===== src/rtl/bram_sample_reader.sv =====
// Burst reader for the sample-capture BRAM: on start, reads length samples from a
// circular buffer (step 1, or a latched stride when ADDR_STRIDE_EN is defined) and
// streams them on valid/ready with tlast; first beat RD_LAT+1 cycles after start.
// Reads are credit-gated against FIFO space so downstream stalls never drop data.
module bram_sample_reader #(
  parameter int ADDR_W = 5,
  parameter int DATA_W = 12,
  parameter int RD_LAT = 1,
  parameter int FIFO_D = 4
) (
  input  logic              clk,
  input  logic              rst_n,
  input  logic              start,
  input  logic [ADDR_W-1:0] start_addr,
  input  logic [ADDR_W:0]   length,
`ifdef ADDR_STRIDE_EN
  input  logic [ADDR_W-1:0] stride,
`endif
  output logic              busy,
  output logic              done,
  output logic              bram_en,
  output logic [ADDR_W-1:0] bram_addr,
  input  logic [DATA_W-1:0] bram_dout,
  output logic [DATA_W-1:0] m_tdata,
  output logic              m_tvalid,
  input  logic              m_tready,
  output logic              m_tlast
);

  localparam int CNT_W = $clog2(FIFO_D + 1);
  localparam int PTR_W = (FIFO_D > 1) ? $clog2(FIFO_D) : 1;

  typedef enum logic [1:0] {S_IDLE, S_READ, S_DRAIN} state_t;

  state_t              state_q;
  logic [ADDR_W:0]     len_q, issued_q, issued_d, len_cur, issued_base;
  logic [ADDR_W-1:0]   addr_q, step_q, start_step, step_cur;
  logic                busy_q, done_q;
  logic [RD_LAT-1:0]   en_sr_q, last_sr_q;
  logic [DATA_W-1:0]   mem_q [FIFO_D];
  logic [FIFO_D-1:0]   last_mem_q;
  logic [PTR_W-1:0]    wr_ptr_q, rd_ptr_q;
  logic [CNT_W-1:0]    cnt_q;
  logic [31:0]         in_flight;
  logic                start_ok, credit_ok, issue, last_issue, push, pop;

`ifdef ADDR_STRIDE_EN
  assign start_step = (stride == '0) ? ADDR_W'(1) : stride;
`else
  assign start_step = ADDR_W'(1);
`endif

  // Reads issued but not yet written into the FIFO still hold a FIFO slot.
  always_comb begin
    in_flight = '0;
    for (int i = 0; i < RD_LAT; i++) in_flight = in_flight + 32'(en_sr_q[i]);
  end

  assign start_ok    = (state_q == S_IDLE) && start;
  assign credit_ok   = (32'(cnt_q) + in_flight) < 32'(FIFO_D);
  assign len_cur     = start_ok ? length : len_q;
  assign issued_base = start_ok ? '0 : issued_q;
  assign step_cur    = start_ok ? start_step : step_q;
  assign issue       = credit_ok &&
                       ((start_ok && (length != '0)) ||
                        ((state_q == S_READ) && (issued_q < len_q)));
  assign issued_d    = issued_base + {{ADDR_W{1'b0}}, issue};
  assign last_issue  = issue && (issued_d == len_cur);

  // The first read goes out in the start cycle itself, so the address muxes start_addr.
  assign bram_en   = issue;
  assign bram_addr = start_ok ? start_addr : addr_q;

  assign push     = en_sr_q[RD_LAT-1];
  assign m_tvalid = (cnt_q != '0);
  assign m_tdata  = mem_q[rd_ptr_q];
  assign m_tlast  = m_tvalid && last_mem_q[rd_ptr_q];
  assign pop      = m_tvalid && m_tready;
  assign busy     = busy_q;
  assign done     = done_q;

  // Burst control FSM: latch request, count issued reads, finish on last handshake.
  always_ff @(posedge clk or negedge rst_n) begin
    if (!rst_n) begin
      state_q  <= S_IDLE;
      len_q    <= '0;
      issued_q <= '0;
      addr_q   <= '0;
      step_q   <= ADDR_W'(1);
      busy_q   <= 1'b0;
      done_q   <= 1'b0;
    end else begin
      done_q <= 1'b0;
      case (state_q)
        S_IDLE: begin
          if (start) begin
            if (length == '0) begin
              done_q <= 1'b1;
            end else begin
              len_q    <= length;
              step_q   <= start_step;
              issued_q <= issued_d;
              addr_q   <= issue ? (bram_addr + step_cur) : start_addr;
              busy_q   <= 1'b1;
              state_q  <= (issued_d == length) ? S_DRAIN : S_READ;
            end
          end
        end
        S_READ: begin
          if (issue) begin
            issued_q <= issued_d;
            addr_q   <= bram_addr + step_cur;
            if (issued_d == len_q) state_q <= S_DRAIN;
          end
        end
        S_DRAIN: begin
          if (pop && m_tlast) begin
            state_q <= S_IDLE;
            busy_q  <= 1'b0;
            done_q  <= 1'b1;
          end
        end
        default: state_q <= S_IDLE;
      endcase
    end
  end

  // Delay line matching BRAM latency: marks which cycle bram_dout carries a sample.
  always_ff @(posedge clk or negedge rst_n) begin
    if (!rst_n) begin
      en_sr_q   <= '0;
      last_sr_q <= '0;
    end else begin
      en_sr_q[0]   <= issue;
      last_sr_q[0] <= last_issue;
      for (int i = 1; i < RD_LAT; i++) begin
        en_sr_q[i]   <= en_sr_q[i-1];
        last_sr_q[i] <= last_sr_q[i-1];
      end
    end
  end

  // Output FIFO; writes are never refused because reads were credit-gated.
  always_ff @(posedge clk or negedge rst_n) begin
    if (!rst_n) begin
      for (int i = 0; i < FIFO_D; i++) mem_q[i] <= '0;
      last_mem_q <= '0;
      wr_ptr_q   <= '0;
      rd_ptr_q   <= '0;
      cnt_q      <= '0;
    end else begin
      if (push) begin
        mem_q[wr_ptr_q]      <= bram_dout;
        last_mem_q[wr_ptr_q] <= last_sr_q[RD_LAT-1];
        wr_ptr_q <= (wr_ptr_q == PTR_W'(FIFO_D - 1)) ? '0 : wr_ptr_q + PTR_W'(1);
      end
      if (pop) begin
        rd_ptr_q <= (rd_ptr_q == PTR_W'(FIFO_D - 1)) ? '0 : rd_ptr_q + PTR_W'(1);
      end
      cnt_q <= cnt_q + CNT_W'(push) - CNT_W'(pop);
    end
  end

endmodule


===== config.mk =====
export PLATFORM = sky130hd
export DESIGN_NAME = bram_sample_reader
export DESIGN_NICKNAME = d
export VERILOG_FILES = /design/src/rtl/bram_sample_reader.sv
export SDC_FILE = /design/constraint.sdc
export NUM_CORES = 1
export LEC_CHECK = 0
export ABC_AREA = 1
export CAP_MARGIN = 15
export CORE_AREA = 2 2 107 109
export CTS_CLUSTER_DIAMETER = 120
export DETAILED_ROUTE_END_ITERATION = 7
export DIE_AREA = 0 0 109 111
export GPL_ROUTABILITY_DRIVEN = 0
export GPL_TIMING_DRIVEN = 0
export PLACE_DENSITY = 0.69
export SYNTH_ARGS = -nofsm -noshare
export SYNTH_HDL_FRONTEND = slang
export SYNTH_SLANG_ARGS = --single-unit

===== constraint.sdc =====
create_clock -name clk -period 2.7 [get_ports clk]
set_input_delay 0.54 -clock clk [delete_from_list [all_inputs] [get_ports clk]]
set_output_delay 0.54 -clock clk [all_outputs]
set_load 0.01 [all_outputs]

==> results.yml, run 1 <==
run_status:
  outcome: "finished with violations"
  violations: "setup timing"
timing:
  rsz0062_at_grt: "yes"
  hold_viol: 0
  slew_headroom: 0.593
  min_period_ns: 2.74
  slew_violations: 0
  fin_crit_sh: 1.02
  finalSetupViolCount: 1
  fmax_ghz: 0.365
  setup_ws_ns: -0.0419
  timing.hold.ws_ns: 0.133
  finalClockSkew_ns: 0.0120
  worst_pin_slew_ns: 0.611
critical_path:
  start_kind: "register"
  r2r_cells: 18
  cp.arrival_ns: 3.01
  r2r-start: "issued_q[3]"
  path_class: "reg2reg"
  crit_fanout: 6
  rrSetupSlack_ns: -0.04
  critPathRequiredTime_ns: 2.96
  end_kind: "register"
  startpoint: "issued_q[3]"
  r2r_end: "last_sr_q"
yosys:
  synth.ff_latch_count: 82
  yosysTopAreaCell: "dfrtp_1"
  synth_cell_types: 31
  ys_seq_area_frac: 0.479
  synth_area_sq_um: 4280
  synthTopCellsByArea: "dfrtp_1, o21ai_0, nand2_1"
  synth_top_flop_cell: "dfrtp_1"
  synth_warnings: 0
  synth_top_area_share: 0.479
  async_reset_ff_frac: 1.00
  avgSynthCellArea_sq_um: 7.97
  synthesis.nets: 581
  synth-edff-count: 0
  syn_inst: 537
route:
  wl_microns: 11600
  wire_per_inst_microns: 15.3
  drtIter0Drc: 232
  antenna_left: 0
  viasPerCell: 5.20
  first_pass_iters: 5
  dr_total_vias: 3948
  post-route-drc-count: 0
final_layout:
  final_cell_mix: "nand2_1, o21ai_0, dfrtp_1, inv_1, nor2_1"
  diodes: 0
  final_cell_area_sq_um: 5550
  area_growth_pct: 29.7
  fillers: 1011
  drive_gt1_frac: 0.141
  layout_commonest_cell: "nand2_1"
  nNetsFinal: 655
  layoutNonFillerInstCount: 759
cts:
  hold_buffers: 0
  cts_tree: "done"
  root_buffer: "clkbuf_16"
  clockBufferDepth: 2
  clk_latency_ns: 0.35
  clock-sinks: 82
  cts_buffers: 9
  ctsHtreeMaxLevel: 3
  clkTransAtPathRegs_ns: 0.07
place:
  hpwl_microns: 7580
  placed_cell_area_sq_um: 4960
  io_buffers: 48
  dp_cells: 729
power:
  power.total_mw: 6.96
  ir_worst_vdd_mv: 0.660
  leakagePower_nw: 2.70
  power_density_nw_per_um2: 1250
floorplan:
  coreArea_sq_um: 11100
  initial_core_util: 0.386
  ios: 49
  rows: 39
  die_x_microns: 109
  dieArea_sq_um: 12100
  die_h_microns: 111
grt:
  grt_antenna_before_repair: 0
  grt_usage: 0.198
  grt-ovfl-total: 0
  grt_max_degree: 53
  grt_pass1_wl_microns: 18600
  grt_pass1_vias: 3926
flow_run:
  drv_cap: 0
min_path:
  hold_class: "in2async"
[cell usage after synthesis, types with 5 or more instances]
cell type  count
dfrtp_1       82
inv_1         64
o211ai_1       5
o21ai_0      101
nor2_1        48
nand3_1       22
ha_1          16
o22ai_1       13
clkbuf_1      15
nand2_1      129
[layout make-up]
class                   instances  area, sq um  area share
flip-flops and latches         82         2050       0.370
multi-input cells             370         2020       0.364
repair buffers                 63          618       0.111
inverters                      65          250      0.0451
clock buffers                   9          225      0.0406
well taps                     143          179      0.0322
plain buffers                  20          120      0.0216
clock inverters                 7         86.3      0.0155
[cells by family after synthesis]
logic type	synth area share
fa+ha+maj	0.0514
xor+xnor	0.0102
compound gates	0.175
simple gates	0.204
flops	0.479
buf+inv	0.0801
[sequential cells by signal, indices dropped and copies added (netlist names)]
signal / flops
last_mem_q: 4
last_sr_q: 1
mem_q: 48
rd_ptr_q: 2
state_q: 2
issued_q: 6
en_sr_q: 1
wr_ptr_q: 2
len_q: 6
busy: 1
addr_q: 5
done: 1
cnt_q: 3
[per-stage QoR]
| stage | setup TNS [ns] | setup slack, ns | utilization |
|---|---|---|---|
| final | -0.0419 | -0.0419 | 0.501 |
| after floorplan | 0 | 0.0710 | - |
| after detailed placement | -2.69 | -0.705 | 0.448 |
| after global placement | -152.21 | -1.83 | 0.446 |
| after CTS | -0.0202 | -0.0202 | 0.491 |
| after global routing | -0.468 | -0.204 | 0.501 |
[per-layer routing]
| metal | vias up | global-route usage | routed length (microns) |
|---|---|---|---|
| li1 | 1904 | - | - |
| met1 | 1871 | 0.247 | 4840 |
| met2 | 154 | 0.333 | 5770 |
| met3 | 19 | 0.0441 | 794 |
| met4 | 0 | 0.0692 | 181 |
| met5 | - | 0 | 0 |
[critical path: stages (launching register included)]
cell,delay (ns)
dfrtp_2,0.48
ha_4,0.30
nand2_2,0.05
a21oi_1,0.17
nor2_2,0.07
nand3_2,0.10
a21oi_4,0.07
ha_4,0.17
ha_4,0.29
o21ai_0,0.10
nor2_1,0.10
nand2_1,0.05
nor2_1,0.10
nand2_1,0.08
nor2_2,0.15
nand2_1,0.11
nand2_1,0.07
nand2_1,0.08
a21oi_2,0.12
[worst max-delay path by stage]
stage / to / slack, ns / depth (start not counted)
after floorplan: last_sr_q / 0.07 / 19
after global placement: mem_q[44] / -1.83 / 1
after detailed placement: last_sr_q / -0.71 / 18
after CTS: last_sr_q / -0.02 / 18
after global routing: last_sr_q / -0.20 / 18
final: last_sr_q / -0.04 / 18
[timing repair]
| action | 4_1_cts | 5_1_grt |
|---|---|---|
| setup buffers | 9 | 5 |
| gates resized for setup | 31 | 32 |
| hold endpoints to repair | 0 | 0 |
| endpoints found under the setup margin | 20 | 17 |
| pin swaps | 8 | 25 |
[where the power goes]
| part | total (mW) | leakage, nW | switching (mW) | internal [mW] |
|---|---|---|---|---|
| sequential | 2.20 | 1.00 | 0.375 | 1.82 |
| combinational | 3.48 | 1.55 | 1.97 | 1.51 |
| clock | 1.29 | 0.153 | 0.554 | 0.733 |
Power figures use the tool's default switching activity.
==> inputs of run 2 (changes only) <==
--- a/config.mk
+++ b/config.mk
@@ -7,13 +7,13 @@
 export LEC_CHECK = 0
 export ABC_AREA = 1
 export CAP_MARGIN = 15
-export CORE_AREA = 2 2 107 109
+export CORE_AREA = 2 2 96 121
 export CTS_CLUSTER_DIAMETER = 120
 export DETAILED_ROUTE_END_ITERATION = 7
-export DIE_AREA = 0 0 109 111
+export DIE_AREA = 0 0 98 123
 export GPL_ROUTABILITY_DRIVEN = 0
 export GPL_TIMING_DRIVEN = 0
-export PLACE_DENSITY = 0.69
+export PLACE_DENSITY = 0.7
 export SYNTH_ARGS = -nofsm -noshare
 export SYNTH_HDL_FRONTEND = slang
 export SYNTH_SLANG_ARGS = --single-unit
==> results.yml, run 2 (same netlist as run 1, synthesis figures left out) <==
cts:
  ctsHtreeMaxLevel: 3
  clock-sinks: 82
  clkTransAtPathRegs_ns: 0.06
  cts_tree: "done"
  clk_latency_ns: 0.34
  clockBufferDepth: 2
  hold_buffers: 0
  root_buffer: "clkbuf_16"
  cts_buffers: 9
timing:
  hold_viol: 0
  slew_violations: 0
  slew_headroom: 0.623
  rsz0062_at_grt: "yes"
  min_period_ns: 2.67
  finalSetupViolCount: 0
  tns_ns: 0
  timing.hold.ws_ns: 0.183
  worst_pin_slew_ns: 0.566
  finalClockSkew_ns: 0.00362
  fmax_ghz: 0.375
  fin_crit_sh: 0.988
  setup_ws_ns: 0.0311
place:
  pre_cts_ws_ns: -0.636
  dp_cells: 721
  hpwl_microns: 7550
  io_buffers: 48
  placed_cell_area_sq_um: 4950
final_layout:
  layout_commonest_cell: "nand2_1"
  nNetsFinal: 657
  final_cell_area_sq_um: 5590
  fin_util: 0.512
  diodes: 0
  multi_input_area_sq_um: 2040
  area_growth_pct: 30.6
  layoutNonFillerInstCount: 753
  regArea_sq_um: 2050
  final_cell_mix: "nand2_1, o21ai_0, dfrtp_1, inv_1, nor2_1"
  largest_reg_flops: 48
  reg_top3: "mem_q x48, issued_q x6, len_q x6"
  fillers: 1023
  drive_gt1_frac: 0.146
  top_register: "mem_q"
route:
  first_pass_iters: 4
  dr_total_vias: 3914
  wl_microns: 11200
  drtIter0Drc: 160
  antenna_left: 0
  post-route-drc-count: 0
  viasPerCell: 5.20
  wire_per_inst_microns: 14.9
flow_run:
  drv_cap: 0
critical_path:
  path_class: "in2reg"
  crit_fanout: 4
  cp.arrival_ns: 2.95
  critPathRequiredTime_ns: 2.98
  end_kind: "register"
  start_kind: "input pin"
floorplan:
  ios: 49
  initial_core_util: 0.392
  coreArea_sq_um: 10900
  dieArea_sq_um: 12100
  die_h_microns: 123
  rows: 43
  die_x_microns: 98
grt:
  grt_max_degree: 47
  grt_pass1_vias: 3857
  grt_antenna_before_repair: 0
  grt_pass1_wl_microns: 18300
  grt_usage: 0.191
  grt-ovfl-total: 0
min_path:
  hold_class: "in2async"
run_status:
  outcome: "completed"
power:
  power.total_mw: 7.07
  leakagePower_nw: 2.70
  ir_worst_vdd_mv: 0.620
  power_density_nw_per_um2: 1260
## run 2: critical path, cell delays in order
cell and delay [ns]:
clkdlybuf4s50_1 0.48, nor2_1 0.17, nand4_1 0.19, nand2_4 0.16, a21oi_4 0.08, ha_4 0.18
ha_4 0.29, o21ai_0 0.08, nor2_1 0.12, nand2_1 0.06, nor2_1 0.13, nand2_2 0.09
nor2_4 0.11, nand3_2 0.08, nand2_1 0.06, nand3_1 0.07, nand2_1 0.07
## run 2: power breakdown
group / internal [mW] / switching, mW
clock network: 0.903 / 0.505
logic: 1.51 / 1.97
registers: 1.82 / 0.362
## run 2: area by class of cell
cell class                      count  area share
Sequential cell                    82       0.367
Multi-Input combinational cell    370       0.365
Timing Repair Buffer               65       0.112
Inverter                           65      0.0441
Clock buffer                       11      0.0416
Tap cell                          135      0.0302
Buffer                             20      0.0213
Clock inverter                      5      0.0183
## run 2: path summary, 6_finish.rpt
check	start	cells past startpoint	end	slack (ns)
min in group clk	mem_q[32]	2	mem_q[32]	0.48
worst max register to register	len_q[5]	19	state_q[1]	0.05
max in group asynchronous	rst_n	2	state_q[1]	1.91
worst min register to register	mem_q[32]	2	mem_q[32]	0.48
worst min-delay path	rst_n	1	mem_q[43]	0.18
worst max-delay path	length[0]	17	state_q[1]	0.03
## run 2: per-layer routing
metal	GRT usage	vias up	routed length, microns
li1	-	1899	-
met1	0.226	1887	4690
met2	0.338	106	5720
met3	0.0390	22	565
met4	0.0773	0	273
met5	0	-	0
## run 2: repair_timing
action	in CTS	in global routing
setup buffers	10	6
pin swaps	11	26
resized for setup	28	35
endpoints found under the setup margin	19	14
